### src/rtl/fxp_sqrt_sched_pkg.sv
// Shared types and helpers for the round-robin sqrt scheduler.
// Widths are sized for the largest supported configuration (16 requesters,
// 16-deep result queues) so one tag/credit format serves every instance.
package fxp_sqrt_sched_pkg;

  localparam int NREQ_MAX = 16;
  localparam int OUTQ_MAX = 16;
  localparam int IDW      = $clog2(NREQ_MAX);
  localparam int CW       = $clog2(OUTQ_MAX + 1);

  typedef struct packed {
    logic           vld;
    logic [IDW-1:0] id;
  } tag_t;

  // One-hot grant: first eligible requester at or after ptr, wrapping at n.
  function automatic logic [NREQ_MAX-1:0] rr_pick(input logic [NREQ_MAX-1:0] elig,
                                                  input logic [IDW-1:0]      ptr,
                                                  input int                  n);
    logic [NREQ_MAX-1:0] gnt;
    int                  idx;
    gnt = '0;
    for (int k = 0; k < NREQ_MAX; k++) begin
      idx = int'(ptr) + k;
      if (idx >= n) idx = idx - n;
      if (k < n && gnt == '0 && elig[idx[IDW-1:0]]) gnt[idx[IDW-1:0]] = 1'b1;
    end
    return gnt;
  endfunction

endpackage

### src/rtl/fxp_sqrt_resq.sv
// Per-requester result FIFO with first-word-through head.
//   i_push/i_data : write port (never pushed while full; the credit scheme
//                   upstream guarantees a free slot)
//   i_pop         : consume head; ignored while empty
//   o_data        : head entry, 0 while empty
//   o_empty       : no entry stored
module fxp_sqrt_resq #(
  parameter int DEPTH = 4,
  parameter int W     = 20
) (
  input  logic         clk,
  input  logic         rst,
  input  logic         i_push,
  input  logic [W-1:0] i_data,
  input  logic         i_pop,
  output logic [W-1:0] o_data,
  output logic         o_empty
);

  localparam int AW   = (DEPTH > 1) ? $clog2(DEPTH) : 1;
  localparam int CNTW = $clog2(DEPTH + 1);

  logic [W-1:0]    r_mem [DEPTH];
  logic [AW-1:0]   r_wp, r_rp;
  logic [CNTW-1:0] r_cnt;
  logic            w_pop;

  assign o_empty = (r_cnt == '0);
  assign w_pop   = i_pop && !o_empty;
  assign o_data  = o_empty ? '0 : r_mem[r_rp];

  always_ff @(posedge clk or posedge rst) begin
    if (rst) begin
      r_wp  <= '0;
      r_rp  <= '0;
      r_cnt <= '0;
    end else begin
      if (i_push) r_wp <= (r_wp == AW'(DEPTH - 1)) ? '0 : r_wp + 1'b1;
      if (w_pop)  r_rp <= (r_rp == AW'(DEPTH - 1)) ? '0 : r_rp + 1'b1;
      case ({i_push, w_pop})
        2'b10:   r_cnt <= r_cnt + 1'b1;
        2'b01:   r_cnt <= r_cnt - 1'b1;
        default: r_cnt <= r_cnt;
      endcase
    end
  end

  always_ff @(posedge clk) begin
    if (i_push) r_mem[r_wp] <= i_data;
  end

  a_no_overflow: assert property (@(posedge clk) disable iff (rst)
                                  !(i_push && r_cnt == CNTW'(DEPTH)));

endmodule

### src/rtl/pipe_FixedPointSqrt.sv
// Pipelined signed fixed-point square root core.
//   i_in  : signed WII.WIF operand
//   o_out : WOI.WOF root, LAT clock edges after i_in is presented
//   o_ovf : set for negative operands (root forced to 0) or when the root
//           does not fit the output format (root saturated)
// ROUND != 0 rounds to nearest, otherwise truncates. No stall input.
module pipe_FixedPointSqrt #(
  parameter int WII   = 9,
  parameter int WIF   = 10,
  parameter int WOI   = 9,
  parameter int WOF   = 10,
  parameter int ROUND = 1,
  parameter int LAT   = 21
) (
  input  logic                 clk,
  input  logic                 rst,
  input  logic [WII+WIF-1:0]   i_in,
  output logic [WOI+WOF-1:0]   o_out,
  output logic                 o_ovf
);

  localparam int IW = WII + WIF;
  localparam int OW = WOI + WOF;
  // Radicand is scaled so its integer sqrt lands directly in WOF fraction bits.
  localparam int SH     = 2 * WOF - WIF;
  localparam int RW_RAW = IW - 1 + SH;
  localparam int RW     = RW_RAW + (RW_RAW % 2);
  localparam int HW     = RW / 2;
  localparam longint MAXPOS = (longint'(1) << (OW - 1)) - 1;

  logic [RW-1:0] w_rad, w_rem, w_res, w_one;
  logic [RW:0]   w_root;
  logic [OW-1:0] w_val;
  logic          w_ovf;

  always_comb begin
    w_rad = RW'(i_in[IW-2:0]) << SH;
    w_rem = w_rad;
    w_res = '0;
    w_one = RW'(1) << (RW - 2);
    for (int k = 0; k < HW; k++) begin
      if (w_rem >= w_res + w_one) begin
        w_rem = w_rem - (w_res + w_one);
        w_res = (w_res >> 1) + w_one;
      end else begin
        w_res = w_res >> 1;
      end
      w_one = w_one >> 2;
    end
    // w_rem = rad - res^2; res+0.5 squared never equals an integer, so no ties.
    w_root = (ROUND != 0 && w_rem > w_res) ? {1'b0, w_res} + 1'b1 : {1'b0, w_res};
    if (i_in[IW-1]) begin
      w_val = '0;
      w_ovf = 1'b1;
    end else if (longint'(w_root) > MAXPOS) begin
      w_val = OW'(MAXPOS);
      w_ovf = 1'b1;
    end else begin
      w_val = w_root[OW-1:0];
      w_ovf = 1'b0;
    end
  end

  logic [OW:0] r_pipe [LAT];

  always_ff @(posedge clk or posedge rst) begin
    if (rst) begin
      for (int k = 0; k < LAT; k++) r_pipe[k] <= '0;
    end else begin
      r_pipe[0] <= {w_ovf, w_val};
      for (int k = 1; k < LAT; k++) r_pipe[k] <= r_pipe[k-1];
    end
  end

  assign {o_ovf, o_out} = r_pipe[LAT-1];

endmodule

### src/rtl/fxp_sqrt_rr_scheduler.sv
// Shares one pipe_FixedPointSqrt core between NREQ requesters.
//   req_valid/req_ready/req_data : operand ports, round-robin arbitrated,
//                                  at most one grant per cycle
//   res_valid/res_ready/res_data/res_ovf : per-requester result queues
//   busy : registered; something was in flight or queued last cycle
// A requester is only granted while it holds a credit, i.e. a result slot
// that no in-flight or queued result has claimed, so the core never stalls.
module fxp_sqrt_rr_scheduler
  import fxp_sqrt_sched_pkg::*;
#(
  parameter int WII   = 9,
  parameter int WIF   = 10,
  parameter int WOI   = 9,
  parameter int WOF   = 10,
  parameter int ROUND = 1,
  parameter int NREQ  = 4,
  parameter int LAT   = 21,
  parameter int OUTQ  = 4
) (
  input  logic                       clk,
  input  logic                       rst,
  input  logic [NREQ-1:0]            req_valid,
  output logic [NREQ-1:0]            req_ready,
  input  logic [NREQ*(WII+WIF)-1:0]  req_data,
  output logic [NREQ-1:0]            res_valid,
  input  logic [NREQ-1:0]            res_ready,
  output logic [NREQ*(WOI+WOF)-1:0]  res_data,
  output logic [NREQ-1:0]            res_ovf,
  output logic                       busy
);

  localparam int IW = WII + WIF;
  localparam int OW = WOI + WOF;
  localparam int FW = OW + 1;

  logic [CW-1:0]       r_credit [NREQ];
  logic [IDW-1:0]      r_ptr;
  logic [IW-1:0]       r_in;
  tag_t                r_tag [LAT+1];
  tag_t                r_ret_tag;
  logic [FW-1:0]       r_ret_data;
  logic                r_busy;

  logic [NREQ-1:0]     w_elig, w_grant, w_pop, w_empty, w_push;
  logic [NREQ_MAX-1:0] w_elig_ext, w_pick;
  logic [IDW-1:0]      w_gid;
  logic                w_gvld;
  logic                w_tag_any;
  logic [OW-1:0]       w_core_out;
  logic                w_core_ovf;
  logic [FW-1:0]       w_q [NREQ];
  logic                w_unused_pick;

  // Arbitration
  always_comb begin
    for (int i = 0; i < NREQ; i++) w_elig[i] = req_valid[i] && (r_credit[i] != '0);
    w_elig_ext             = '0;
    w_elig_ext[NREQ-1:0]   = w_elig;
    w_pick                 = rr_pick(w_elig_ext, r_ptr, NREQ);
    w_grant                = rst ? '0 : w_pick[NREQ-1:0];
    w_gid                  = '0;
    for (int i = 0; i < NREQ; i++) if (w_grant[i]) w_gid = IDW'(i);
    w_gvld                 = |w_grant;
  end

  assign w_unused_pick = ^w_pick;
  assign req_ready     = w_grant;
  assign w_pop         = ~w_empty & res_ready;

  always_ff @(posedge clk or posedge rst) begin
    if (rst) begin
      r_ptr <= '0;
      for (int i = 0; i < NREQ; i++) r_credit[i] <= CW'(OUTQ);
    end else begin
      if (w_gvld) r_ptr <= (w_gid == IDW'(NREQ - 1)) ? '0 : w_gid + 1'b1;
      for (int i = 0; i < NREQ; i++) begin
        case ({w_grant[i], w_pop[i]})
          2'b10:   r_credit[i] <= r_credit[i] - 1'b1;
          2'b01:   r_credit[i] <= r_credit[i] + 1'b1;
          default: r_credit[i] <= r_credit[i];
        endcase
      end
    end
  end

  // Issue register and tag pipe; tag stage LAT lines up with the core output.
  always_ff @(posedge clk or posedge rst) begin
    if (rst) begin
      r_in <= '0;
      for (int k = 0; k <= LAT; k++) r_tag[k] <= '0;
    end else begin
      r_in     <= w_gvld ? req_data[w_gid*IW +: IW] : '0;
      r_tag[0] <= '{vld: w_gvld, id: w_gid};
      for (int k = 1; k <= LAT; k++) r_tag[k] <= r_tag[k-1];
    end
  end

  pipe_FixedPointSqrt #(
    .WII(WII), .WIF(WIF), .WOI(WOI), .WOF(WOF), .ROUND(ROUND), .LAT(LAT)
  ) u_core (
    .clk   (clk),
    .rst   (rst),
    .i_in  (r_in),
    .o_out (w_core_out),
    .o_ovf (w_core_ovf)
  );

  // Retire stage: one register between core output and the FIFO demux.
  always_ff @(posedge clk or posedge rst) begin
    if (rst) begin
      r_ret_tag  <= '0;
      r_ret_data <= '0;
    end else begin
      r_ret_tag  <= r_tag[LAT];
      r_ret_data <= {w_core_ovf, w_core_out};
    end
  end

  genvar gi;
  generate
    for (gi = 0; gi < NREQ; gi++) begin : g_q
      assign w_push[gi] = r_ret_tag.vld && (r_ret_tag.id == IDW'(gi));
      fxp_sqrt_resq #(.DEPTH(OUTQ), .W(FW)) u_q (
        .clk     (clk),
        .rst     (rst),
        .i_push  (w_push[gi]),
        .i_data  (r_ret_data),
        .i_pop   (res_ready[gi]),
        .o_data  (w_q[gi]),
        .o_empty (w_empty[gi])
      );
      assign res_data[gi*OW +: OW] = w_q[gi][OW-1:0];
      assign res_ovf[gi]           = w_q[gi][OW];
    end
  endgenerate

  assign res_valid = ~w_empty;

  always_comb begin
    w_tag_any = r_ret_tag.vld;
    for (int k = 0; k <= LAT; k++) w_tag_any = w_tag_any | r_tag[k].vld;
  end

  always_ff @(posedge clk or posedge rst) begin
    if (rst) r_busy <= 1'b0;
    else     r_busy <= w_tag_any | ~&w_empty;
  end

  assign busy = r_busy;

endmodule

### config.mk
export PLATFORM = sky130hd
export DESIGN_NAME = fxp_sqrt_rr_scheduler
export DESIGN_NICKNAME = d
export VERILOG_FILES = /design/src/rtl/fxp_sqrt_sched_pkg.sv /design/src/rtl/fxp_sqrt_resq.sv /design/src/rtl/pipe_FixedPointSqrt.sv /design/src/rtl/fxp_sqrt_rr_scheduler.sv
export SDC_FILE = /design/constraint.sdc
export NUM_CORES = 1
export LEC_CHECK = 0
export CORE_MARGIN = 2
export CORE_UTILIZATION = 45
export DETAILED_ROUTE_END_ITERATION = 12
export MAX_ROUTING_LAYER = met4
export PLACE_DENSITY_LB_ADDON = 0.1
export SLEW_MARGIN = 20
export SYNTH_ARGS = -nofsm -noshare
export SYNTH_HDL_FRONTEND = slang
export SYNTH_HIERARCHICAL = 1
export SYNTH_SLANG_ARGS = --single-unit
### constraint.sdc
create_clock -name clk -period 92.4 [get_ports clk]
set_clock_uncertainty 0.2 [all_clocks]
set_input_delay 18.48 -clock clk [delete_from_list [all_inputs] [get_ports clk]]
set_output_delay 18.48 -clock clk [all_outputs]
set_load 0.1 [all_outputs]
Yosys cells after proc, flatten, opt, wreduce, memory -nomap -nowiden
Memories as Yosys holds them, arrays and structs flattened.
Index checks and enable logic that the tools add are counted.
{ "word_totals": {"mem_bits_rw": 320, "elab_cells": 387, "regBits": 627, "out_inout_bits": 89, "mem_count": 4, "input_bits": 86} }
{ "op_classes": {"n_lt_le_gt_ge": 28, "bitwise": 28, "reduce_logical": 46, "shifts": 1, "n_mul": 1, "n_mux": 91, "n_addsub": 73, "eq_ne": 28} }
{ "memory_table": {"columns": ["name", "depth", "word_bits", "rd", "rd_clocked_by_memory_dff", "wr", "line_no", "source"], "rows": [
  ["g_q[0].u_q.r_mem", 4, 20, 1, 0, 1, "fxp_sqrt_resq.sv:23", "logic [W-1:0] r_mem [DEPTH];"],
  ["g_q[1].u_q.r_mem", 4, 20, 1, 0, 1, "fxp_sqrt_resq.sv:23", null],
  ["g_q[2].u_q.r_mem", 4, 20, 1, 0, 1, "fxp_sqrt_resq.sv:23", null],
  ["g_q[3].u_q.r_mem", 4, 20, 1, 0, 1, "fxp_sqrt_resq.sv:23", null]
]} }
{ "ops": {"columns": ["operator", "count"], "rows": [
  ["2-to-1 mux 28 bit", 27],
  [">= comparator 28 bit", 13],
  ["subtractor 28 bit", 13],
  ["2-to-1 mux 20 bit", 4],
  ["indexed part select 76 x 10 -> 19 bit", 1],
  ["2-to-1 mux 19 bit", 3],
  ["adder 27 x 25 -> 28 bit, second input constant", 2],
  ["zero test 16 bit", 3],
  ["2-to-1 mux 16 bit", 3],
  ["case mux 5 bit (2 select lines)", 4],
  ["2-to-1 mux 4 bit", 9],
  ["== test 2 bit, second input constant", 16],
  ["bitwise OR 16 bit", 2],
  ["adder 28 x 1 -> 29 bit, second input constant", 1],
  ["> comparator 29 x 18 -> 1 bit, second input constant", 1],
  ["2-to-1 mux 29 bit", 1],
  ["adder 27 x 1 -> 28 bit, second input constant", 1],
  ["adder 27 x 11 -> 28 bit, second input constant", 1],
  ["adder 27 x 13 -> 28 bit, second input constant", 1],
  ["adder 27 x 15 -> 28 bit, second input constant", 1],
  ["adder 27 x 17 -> 28 bit, second input constant", 1],
  ["adder 27 x 19 -> 28 bit, second input constant", 1],
  ["adder 27 x 21 -> 28 bit, second input constant", 1],
  ["adder 27 x 23 -> 28 bit, second input constant", 1],
  ["other kinds (54)", 185]
]} }

Longest topological paths before layout
Gate-level depths: netlist (run 1).
{ "logic_depth": {"word_depth": 46, "depth_mapped": 202, "depth_no_buf": 183} }

Modules after synthesis
Netlist (run 1), hierarchy kept.
{ "modules_own_cells": {"columns": ["module", "seq_area_each_um2", "cells_each", "area_per_inst_um2", "n_inst"], "rows": [
  ["pipe_FixedPointSqrt", 8408.1, 1968, 19747.7, 1],
  ["fxp_sqrt_resq", 2577.5, 165, 3440.8, 4],
  ["fxp_sqrt_rr_scheduler", 3283.1, 427, 5407.7, 1]
]} }

Least setup slack after synthesis (run 1)
No wires, ideal clock.
{ "synth_path": {"kind": "input port to output port", "from": "input rst", "to": "output req_ready[2]", "cell_stages": 2, "slack_ns": 51.492, "path_buffers": 0, "required_time_ns": 73.720, "arrival_time_ns": 22.228, "cell_sequence": "inv_1 o21a_1"} }
{ "synth_via": {"elab_chain_len": 1} }
{ "synth_lines": {"columns": ["item", "line_no", "source"], "rows": [
  ["start: declaration", "fxp_sqrt_rr_scheduler.sv:21", "input logic rst,"],
  ["2-to-1 mux 4 bit", "fxp_sqrt_rr_scheduler.sv:60", "w_grant = rst ? '0 : w_pick[NREQ-1:0];"],
  ["end: declaration", "fxp_sqrt_rr_scheduler.sv:23", "output logic [NREQ-1:0] req_ready,"]
]} }
No other way between the ends.

Worst setup path in the final report (run 1)
{ "layout_path": {"from": "register r_in[2]", "to": "register u_core/r_pipe[411] in the netlist's numbering"} }
{ "layout_via": {"elab_chain_len": 46, "elab_cells_between_ends": 88, "classes_between": "41 x add/sub; 16 x order compare; 31 x mux"} }
{ "layout_lines": {"columns": ["item", "line_no", "source"], "rows": [
  ["start: declaration", "fxp_sqrt_rr_scheduler.sv:38", "logic [IW-1:0] r_in;"],
  ["start signal: assignment", "fxp_sqrt_rr_scheduler.sv:92", "r_in <= w_gvld ? req_data[w_gid*IW +: IW] : '0;"],
  [">= comparator 28 x 27 -> 1 bit", "pipe_FixedPointSqrt.sv:42", "if (w_rem >= w_res + w_one) begin"],
  ["2-to-1 mux 27 bit", "pipe_FixedPointSqrt.sv:42", null],
  ["adder 27 x 25 -> 28 bit", "pipe_FixedPointSqrt.sv:42, pipe_FixedPointSqrt.sv:43", null],
  [">= comparator 28 bit", "pipe_FixedPointSqrt.sv:42", null],
  ["2-to-1 mux 28 bit", "pipe_FixedPointSqrt.sv:42", null],
  ["adder 28 x 23 -> 28 bit", "pipe_FixedPointSqrt.sv:42, pipe_FixedPointSqrt.sv:43", null],
  [">= comparator 28 bit", "pipe_FixedPointSqrt.sv:42", null],
  ["2-to-1 mux 28 bit", "pipe_FixedPointSqrt.sv:42", null],
  ["(+31 left out)", null, null],
  [">= comparator 28 bit or subtractor 28 bit (tied branches)", "pipe_FixedPointSqrt.sv:42, pipe_FixedPointSqrt.sv:43", null],
  ["2-to-1 mux 28 bit", "pipe_FixedPointSqrt.sv:42", null],
  ["adder 28 x 1 -> 29 bit or > comparator 28 bit (tied branches)", "pipe_FixedPointSqrt.sv:51", "w_root = (ROUND != 0 && w_rem > w_res) ? {1'b0, w_res} + 1'b1 : {1'b0, w_res};"],
  ["2-to-1 mux 29 bit *", "pipe_FixedPointSqrt.sv:51", null],
  ["> comparator 29 x 18 -> 1 bit", "pipe_FixedPointSqrt.sv:55", "end else if (longint'(w_root) > MAXPOS) begin"],
  ["2-to-1 mux 19 bit *", "pipe_FixedPointSqrt.sv:55", null],
  ["2-to-1 mux 19 bit *", "pipe_FixedPointSqrt.sv:52", "if (i_in[IW-1]) begin"],
  ["via u_core.w_val[11]", "pipe_FixedPointSqrt.sv:33", "logic [OW-1:0] w_val;"],
  ["end: declaration", "pipe_FixedPointSqrt.sv:64", "logic [OW:0] r_pipe [LAT];"]
]} }
The timed path passes the listed nets; every way through them passes the cells marked *.
A chain may end at the register's enable or synchronous reset.

==> metrics.cfg, run 1 <==
[critical_path]
cp-startpoint = r_in[2]$_DFF_PP0_
cp-end-kind = flip-flop
critical-path-top-delay-family = compound AO/OA/AOI/OAI gates
ff2ff_setup_slack_ns = 49.99
crit_slowest_cell = or4_4
critPathMaxStageDelay_ns = 0.75
cp.required_ns = 92.68
path_max_fanout = 25
crit-reg2reg-capture = u_core/r_pipe[411]$_DFF_PP0_
critical_path_class = flip-flop to flip-flop
rr_worst_depth = 175
endpoint = u_core/r_pipe[411]$_DFF_PP0_
critPathMostFrequentCell = a21oi_1
crit_cells = 175
crit_arrival_ns = 42.69
path_buf_inv = 19
r2r_start = r_in[2]$_DFF_PP0_
cp-start-kind = flip-flop

[sta]
rsz0062_at_grt = no
finalCritPeriodShare_pct = 45.9
max_slew_margin_pct = 24.6
finalSetupTns_ns = 0
layout_min_cycle_time_ns = 42.41
hold_violations = 0
timing.fmax_ghz = 0.0236
finalSetupViolations = 0
worst_slew_pin_slew_ns = 1.13
final_max_slew_viol_count = 0

[routing]
via_per_inst = 5.67
wl_met1_mm = 38.7
dr_wl_met2_mm = 49.6
dr.pass1.iters = 5
postRouteAntennaNets = 0
wl_per_cell_microns = 21.5
routed.top_layer = met4
met3WireLength_mm = 3.72
drt-total-wl_mm = 95.2
drtIter0Drc = 1657
vias = 25100
drcViolationCount = 0

[grt]
grt_pass1_vias = 26200
grt_max_degree = 215
grt-ovfl-total = 0
grt_usage_pct = 22.0
grt_pass1_wl_mm = 149
antenna_found_initial = 2

[clocking]
clockBufferDepth = 3
cts_setup_buffers = 0
clk_pin_slew_ns = 0.07
clock_latency_ns = 0.63
cts.repair.resized = 0
ctsHoldBuffers = 0
cts_tree = done
root_buffer = clkbuf_16
clock_sinks = 815
h-tree-depth = 3
cts_buffers = 77

[die]
die_y_microns = 298
row_count = 107
start_util_pct = 45.6
fp.dieArea_sq_um = 88900
die_width_microns = 298
coreArea_sq_um = 85400
io_pins = 175

[hold_path]
min-delay-path-class = flip-flop to flip-flop

[synth]
synth-edff-count = 320
synthFlopType = dfrtp_1
ys_seq_area_share_pct = 56.5
avgSynthCellArea_sq_um = 12.7
netlist_area_sq_um = 38900
synth_top_area_cell = dfrtp_1
syn_inst = 3055
synth_cell_types = 135
synth-seq-cells = 815
synthDominantCellAreaShare_pct = 31.6
yosys_warnings = 6
postSynth.asyncResetShare_pct = 60.7
ys_top_cells_by_count = dfrtp_1 (491), edfxtp_1 (320), nor2_1 (184)
synth_area_leaders = dfrtp_1 (32%), edfxtp_1 (25%), ha_1 (5.6%)
yosysMostFrequentCell = dfrtp_1

[placement]
place.gp.congestion = 0.919
port_buffers = 174
dp_hpwl_mm = 68.0
dp_cells = 4287

[finish]
syn_to_final_growth_pct = 13.9
drive_above_1_share_pct = 11.8
num-nets-final = 3495
fin_cells = 4435

[status]
status = completed

[flow_run]
maxCapViolCount = 0

-- worst min path at each step --
| stage | startpoint | end | slack, ns | cells after the start |
|---|---|---|---|---|
| 6_report | r_tag[1]$_DFF_PP0_ | r_ret_tag[1]$_DFF_PP0_ | 0.14 | 0 |
| 4_1_cts | u_core/r_pipe[368]$_DFF_PP0_ | u_core/r_pipe[348]$_DFF_PP0_ | 0.14 | 0 |
| 2_1_floorplan | u_core/o_ovf$_DFF_PP0_ | r_ret_data[19]$_DFF_PP0_ | 0.13 | 0 |
| 3_5_place_dp | u_core/o_out[4]$_DFF_PP0_ | r_ret_data[4]$_DFF_PP0_ | 0.13 | 0 |
| 5_1_grt | u_core/r_pipe[372]$_DFF_PP0_ | u_core/r_pipe[352]$_DFF_PP0_ | 0.14 | 0 |
| 3_3_place_gp | u_core/r_pipe[84]$_DFF_PP0_ | u_core/r_pipe[64]$_DFF_PP0_ | 0.13 | 0 |
-- per-stage QoR --
stage          setup WS [ns]  util [%]  hold slack [ns]  area (sq um)
2_1_floorplan          51.49         -            0.131         38900
3_3_place_gp           51.18      48.7            0.131         41600
3_5_place_dp           50.65      48.7            0.135         41600
4_1_cts                50.46      51.8            0.142         44300
5_1_grt                46.51      51.9            0.142         44300
6_report               49.99      51.9            0.135         44300
-- cells by family after synthesis --
kind of cell	count (synthesis)	share of synthesized area (%)
buf+inv	270	3.21
compound gates	628	11.6
other cells	1	0.00964
fa+ha+maj	186	6.16
xor+xnor	147	3.31
mux	172	7.34
flops	815	56.5
simple gates	836	11.9
-- routing by layer --
layer	global-route usage (%)	up-vias
met5	-	-
met4	8.12	0
met3	2.37	177
met2	38.9	705
met1	26.0	12600
li1	-	11600
-- area by class of cell --
type / count / area, sq um
Timing Repair Buffer: 198 / 1970
Clock inverter: 36 / 414
Clock buffer: 108 / 2230
Sequential cell: 815 / 22000
Inverter: 160 / 613
Multi-Input combinational cell: 1973 / 15700
Antenna cell: 1 / 2.50
Tap cell: 1144 / 1430
Fill cell: 7437 / 41100
-- flip-flops by register name, indices dropped and copies added, names as in the netlist --
signal and flops:
r_ret_data 20, r_in 19, g_q.u_q/r_wp 8, g_q.u_q/r_rp 8
g_q.u_q/r_mem 320, u_core/o_out 15, r_ptr 2, g_q.u_q/r_cnt 12
r_ret_tag 3, r_tag 66, r_credit 20, u_core/o_ovf 1
busy 1, u_core/r_pipe 320
-- cell usage in the layout, fill, tap and decap left out, types with 23 or more instances in the layout --
master	Yosys	layout
ha_1	174	174
and2_1	42	34
inv_1	151	149
clkdlybuf4s50_1	0	173
nor3_1	59	59
o21bai_1	24	24
a21oi_1	159	159
mux2i_1	52	52
o21a_1	23	23
o21ai_0	87	87
a31oi_1	30	30
a21o_1	49	49
mux4_2	85	85
nand2_1	136	136
edfxtp_1	320	320
nor2_1	184	184
and3_1	32	32
nand3_1	49	49
clkbuf_16	0	80
xor2_1	40	40
mux2_2	30	30
nor4_1	31	31
nand4_1	42	42
nor2b_1	104	104
dfrtp_1	491	490
or3_1	25	25
xnor2_1	107	107
Power of run 1 is not shown: default switching activity piles up to over one toggle a cycle in this logic, so the estimate is an artifact.
==> inputs of run 2 (changes only) <==
- clock period: 92.4 -> 34.8 ns (I/O delays scaled with it)
==> metrics.cfg, run 2 (synthesis results as in run 1) <==
[critical_path]
crit_cells = 173  ; was 175
rr_worst_depth = 173  ; was 175
cp-start-kind = flip-flop  ; unchanged
critPathMostFrequentCell = ha_1  ; was a21oi_1
critPathMaxStageDelay_ns = 0.58  ; was 0.75 ns
critical_path_class = flip-flop to flip-flop  ; unchanged
path_max_fanout = 16  ; was 25
crit_slowest_cell = or3_2  ; was or4_4
crit_arrival_ns = 32.65  ; was 42.69 ns
path_buf_inv = 22  ; was 19
cp.required_ns = 35.08  ; was 92.68 ns
cp-end-kind = flip-flop  ; unchanged
critical-path-top-delay-family = compound AO/OA/AOI/OAI gates  ; unchanged

[clocking]
root_buffer = clkbuf_16  ; unchanged
ctsHoldBuffers = 0  ; unchanged
clock_sinks = 815  ; unchanged
h-tree-depth = 3  ; unchanged
cts_tree = done  ; unchanged
clockBufferDepth = 3  ; unchanged
clk_pin_slew_ns = 0.06  ; was 0.07 ns
clock_latency_ns = 0.64  ; was 0.63 ns
cts_buffers = 81  ; was 77

[status]
status = completed  ; unchanged

[sta]
layout_min_cycle_time_ns = 32.37  ; was 42.41 ns
finalCritPeriodShare_pct = 93.0  ; was 45.9%
timing.final.ws_setup_ns = 2.43  ; was 49.99 ns
timing.fmax_ghz = 0.0309  ; was 0.0236 GHz
hold_violations = 0  ; unchanged
worst_slew_pin_slew_ns = 1.12  ; was 1.13 ns
finalSetupViolations = 0  ; unchanged
max_slew_margin_pct = 24.9  ; was 24.6%
final_max_slew_viol_count = 0  ; unchanged

[grt]
grt_max_degree = 202  ; was 215
busiest_layer = met2  ; unchanged
grt-ovfl-total = 0  ; unchanged
use_met1_pct = 27.1  ; was 26.0%
grt_usage_pct = 22.4  ; was 22.0%
grt_pass1_vias = 26600  ; was 26200
globalRouteMet3Util_pct = 2.48  ; was 2.37%
antenna_found_initial = 1  ; was 2
use_met2_pct = 39.4  ; was 38.9%
grt_pass1_wl_mm = 152  ; was 149 mm

[die]
io_pins = 175  ; unchanged
die_width_microns = 298  ; unchanged
fp.dieArea_sq_um = 88900  ; unchanged
row_count = 107  ; unchanged
coreArea_sq_um = 85400  ; unchanged
die_y_microns = 298  ; unchanged
start_util_pct = 45.6  ; unchanged

[routing]
postRouteAntennaNets = 0  ; unchanged
vias = 25500  ; was 25100
drtIter0Drc = 1602  ; was 1657
wl_per_cell_microns = 21.3  ; was 21.5 microns
drt-total-wl_mm = 97.1  ; was 95.2 mm
drcViolationCount = 0  ; unchanged
dr.pass1.iters = 6  ; was 5
via_per_inst = 5.61  ; was 5.67

[finish]
final_core_util_pct = 53.4  ; was 51.9%
num-nets-final = 3607  ; was 3495
fillers = 7239  ; was 7437
reg_top3 = g_q.u_q/r_mem (320), u_core/r_pipe (320), r_tag (66)  ; unchanged
final_common_cell = dfrtp_1  ; unchanged
fin_cells = 4547  ; was 4435
drive_above_1_share_pct = 16.3  ; was 11.8%
syn_to_final_growth_pct = 17.1  ; was 13.9%
final_cell_mix = dfrtp_1 (490), edfxtp_1 (320), nor2_1 (182), clkdlybuf4s50_1 (173), ha_1 (165)  ; was dfrtp_1 (490), edfxtp_1 (320), nor2_1 (184), ha_1 (174), clkdlybuf4s50_1 (173)
multiInputGateArea_sq_um = 16000  ; was 15700 sq um
antenna_cells = 0  ; was 1
seqCellArea_sq_um = 22000  ; unchanged

[placement]
dp_cells = 4381  ; was 4287
port_buffers = 174  ; unchanged
dp_hpwl_mm = 69.9  ; was 68.0 mm
place.gp.congestion = 0.935  ; was 0.919
dp_slack_ns = -0.334  ; was 50.65 ns

[flow_run]
maxCapViolCount = 0  ; unchanged

[hold_path]
min-delay-path-class = flip-flop to flip-flop  ; unchanged
min_path_cells = 0  ; unchanged

run 2: cell count changes in the layout (fill, tap and decap cells not counted), sizes merged, moves of 2 or more:
cell	delta
clkbuf	+15
inv	-3
bufinv	-3
buf	+106
clkinv	-6
clkinvlp	+2
run 2: layer usage:
layer	part of all wire [%]	wire length, microns
met1	42	40700
met2	52	50800
met3	3.3	3180
met4	2.5	2460
met5	0	0
run 2: area by class of cell:
class                   instances  area share [%]
inverters                     160            1.35
well taps                    1144            3.14
clock inverters                26           0.804
flip-flops and latches        815            48.3
repair buffers                304            6.10
multi-input cells            1975            35.1
clock buffers                 123            5.28
run 2: timing repair:
item                                    4_1_cts  5_1_grt
setup buffers                                 0       15
endpoints found under the setup margin       15       15
gates resized for setup                       8       64
cloned                                        0        2
pin swaps                                     0       16
run 2: final timing paths:
path | start | end | slack, ns
worst min-delay path | r_tag[80]$_DFF_PP0_ | r_tag[75]$_DFF_PP0_ | 0.11
worst max-delay path | r_in[2]$_DFF_PP0_ | u_core/r_pipe[404]$_DFF_PP0_ | 2.43
min in group asynchronous | rst | r_ret_data[19]$_DFF_PP0_ | 6.63
worst max register to register | r_in[2]$_DFF_PP0_ | u_core/r_pipe[404]$_DFF_PP0_ | 2.43
max in group asynchronous | rst | u_core/r_pipe[260]$_DFF_PP0_ | 25.99
worst min register to register | r_tag[80]$_DFF_PP0_ | r_tag[75]$_DFF_PP0_ | 0.11
run 2: metrics by stage:
stage | setup TNS, ns | instance area [sq um] | hold slack (ns)
finish | 0 | 45600 | 0.106
global route | -0.685 | 45600 | 0.107
CTS | 0 | 45200 | 0.105
detailed placement | -2.92 | 42400 | 0.135
global placement | 0 | 42300 | 0.131
floorplan | 0 | 38900 | 0.131
Power of run 2 is left out for the same reason.
==> inputs of run 3 (changes only) <==
- CORE_ASPECT_RATIO: unset -> 0.5
==> metrics.cfg, run 3 (synthesis results as in run 1) <==
[grt]
use_met1_pct = 29.4  ; was 27.1%
grt_pass1_wl_mm = 143  ; was 152 mm
busiest_layer = met2  ; unchanged
antenna_found_initial = 1  ; unchanged
globalRouteMet3Util_pct = 2.61  ; was 2.48%
grt_pass1_vias = 25200  ; was 26600
grt_usage_pct = 21.3  ; was 22.4%
grt_max_degree = 101  ; was 202
grt-ovfl-total = 0  ; unchanged
use_met2_pct = 33.8  ; was 39.4%

[placement]
place.gp.congestion = 0.888  ; was 0.935
dp_slack_ns = -0.592  ; was -0.334 ns
port_buffers = 174  ; unchanged
dp_hpwl_mm = 64.2  ; was 69.9 mm

[critical_path]
crit_arrival_ns = 32.72  ; was 32.65 ns
critPathMaxStageDelay_ns = 0.58  ; about the same
path_buf_inv = 18  ; was 22
critical-path-top-delay-family = compound AO/OA/AOI/OAI gates  ; unchanged
cp-start-kind = flip-flop  ; unchanged
critical_path_class = flip-flop to flip-flop  ; unchanged
crit-reg2reg-capture = u_core/r_pipe[409]$_DFF_PP0_  ; was u_core/r_pipe[404]$_DFF_PP0_
cp-end-kind = flip-flop  ; unchanged
cp.required_ns = 35.12  ; was 35.08 ns
crit_slowest_cell = or4_4  ; was or3_2
path_max_fanout = 23  ; was 16
r2r_start = r_in[2]$_DFF_PP0_  ; unchanged
ff2ff_setup_slack_ns = 2.39  ; was 2.43 ns
rr_worst_depth = 170  ; was 173

[clocking]
clock_sinks = 815  ; unchanged
clockBufferDepth = 3  ; unchanged
clock_latency_ns = 0.62  ; was 0.64 ns
cts_tree = done  ; unchanged
root_buffer = clkbuf_16  ; unchanged
clk_pin_slew_ns = 0.08  ; was 0.06 ns
cts_buffers = 72  ; was 81
h-tree-depth = 3  ; unchanged

[sta]
finalSetupViolations = 0  ; unchanged
max_slew_margin_pct = 27.2  ; was 24.9%
final_max_slew_viol_count = 0  ; unchanged
timing.final.ws_setup_ns = 2.39  ; was 2.43 ns
worst_slew_pin_slew_ns = 1.09  ; was 1.12 ns
layout_min_cycle_time_ns = 32.41  ; was 32.37 ns
timing.fmax_ghz = 0.0309  ; about the same
finalCritPeriodShare_pct = 93.1  ; was 93.0%
hold_violations = 0  ; unchanged

[hold_path]
worstHoldStart = r_tag[10]$_DFF_PP0_  ; was r_tag[80]$_DFF_PP0_
timing.hold.worst_endpoint = r_tag[5]$_DFF_PP0_  ; was r_tag[75]$_DFF_PP0_
min_path_cells = 0  ; unchanged
min-delay-path-class = flip-flop to flip-flop  ; unchanged

[die]
start_util_pct = 45.3  ; was 45.6%
fp.dieArea_sq_um = 89000  ; was 88900 sq um
io_pins = 175  ; unchanged
row_count = 76  ; was 107
die_y_microns = 212  ; was 298 microns
coreArea_sq_um = 85900  ; was 85400 sq um
die_width_microns = 420  ; was 298 microns

[finish]
syn_to_final_growth_pct = 15.9  ; was 17.1%
antenna_cells = 0  ; unchanged
final_cell_mix = dfrtp_1 (489), edfxtp_1 (320), nor2_1 (181), clkdlybuf4s50_1 (174), ha_1 (163)  ; was dfrtp_1 (490), edfxtp_1 (320), nor2_1 (182), clkdlybuf4s50_1 (173), ha_1 (165)
final_common_cell = dfrtp_1  ; unchanged
num-nets-final = 3566  ; was 3607
drive_above_1_share_pct = 15.5  ; was 16.3%
fillers = 7324  ; was 7239
reg_top3 = g_q.u_q/r_mem (320), u_core/r_pipe (320), r_tag (66)  ; unchanged

[status]
status = completed  ; unchanged

[flow_run]
maxCapViolCount = 0  ; unchanged

[routing]
vias = 25100  ; was 25500
via_per_inst = 5.55  ; was 5.61
wl_per_cell_microns = 20.2  ; was 21.3 microns
drt-total-wl_mm = 91.2  ; was 97.1 mm
drtIter0Drc = 1781  ; was 1602
drcViolationCount = 0  ; unchanged
dr.pass1.iters = 8  ; was 6
postRouteAntennaNets = 0  ; unchanged

run 3: repair_timing:
action | in CTS | in global routing
gates cloned | 1 | 1
endpoints found under the setup margin | 15 | 15
hold buffers | 0 | 0
resized for setup | 12 | 68
buffers inserted | 1 | 10
pin swaps | 2 | 15
run 3: per-layer routing:
layer	part of all wire, %	vias up
met2	48	572
met4	2.1	0
li1	-	11800
met1	47	12600
met3	3.8	134
met5	0	-
run 3: final cells by class:
class / instances / area [sq um] / share of cell area [%]
inverter: 160 / 619 / 1.37
tap: 1170 / 1460 / 3.25
clock buffer: 91 / 2020 / 4.47
timing repair buffer: 272 / 2510 / 5.56
multi-input combinational: 1975 / 16000 / 35.5
sequential: 815 / 22000 / 48.8
clock inverter: 40 / 478 / 1.06
run 3: through the flow:
stage / cell area (sq um) / hold slack (ns) / cells / util (%) / setup TNS [ns]
global route: 45100 / 0.116 / 4523 / 52.5 / -0.523
detailed placement: 42200 / 0.135 / 4378 / 49.1 / -6.88
global placement: 42200 / 0.131 / 4378 / 49.1 / 0
CTS: 44700 / 0.114 / 4511 / 52.1 / 0
finish: 45100 / 0.117 / 4523 / 52.5 / 0
floorplan: 38900 / 0.131 / 3058 / - / 0
run 3: worst max path at each step:
stage                                   endpoint  depth (start not counted)  slack (ns)                from
detailed placement  u_core/r_pipe[408]$_DFF_PP0_                        169       -0.59   r_in[0]$_DFF_PP0_
CTS                 u_core/r_pipe[401]$_DFF_PP0_                        173        0.02   r_in[0]$_DFF_PP0_
global route        u_core/r_pipe[411]$_DFF_PP0_                        180        -0.1   r_in[2]$_DFF_PP0_
global placement    u_core/r_pipe[408]$_DFF_PP0_                        168        0.60   r_in[2]$_DFF_PP0_
floorplan           u_core/r_pipe[402]$_DFF_PP0_                        191        0.38  r_in[14]$_DFF_PP0_
finish              u_core/r_pipe[409]$_DFF_PP0_                        170        2.39   r_in[2]$_DFF_PP0_
Power of run 3 is left out for the same reason.
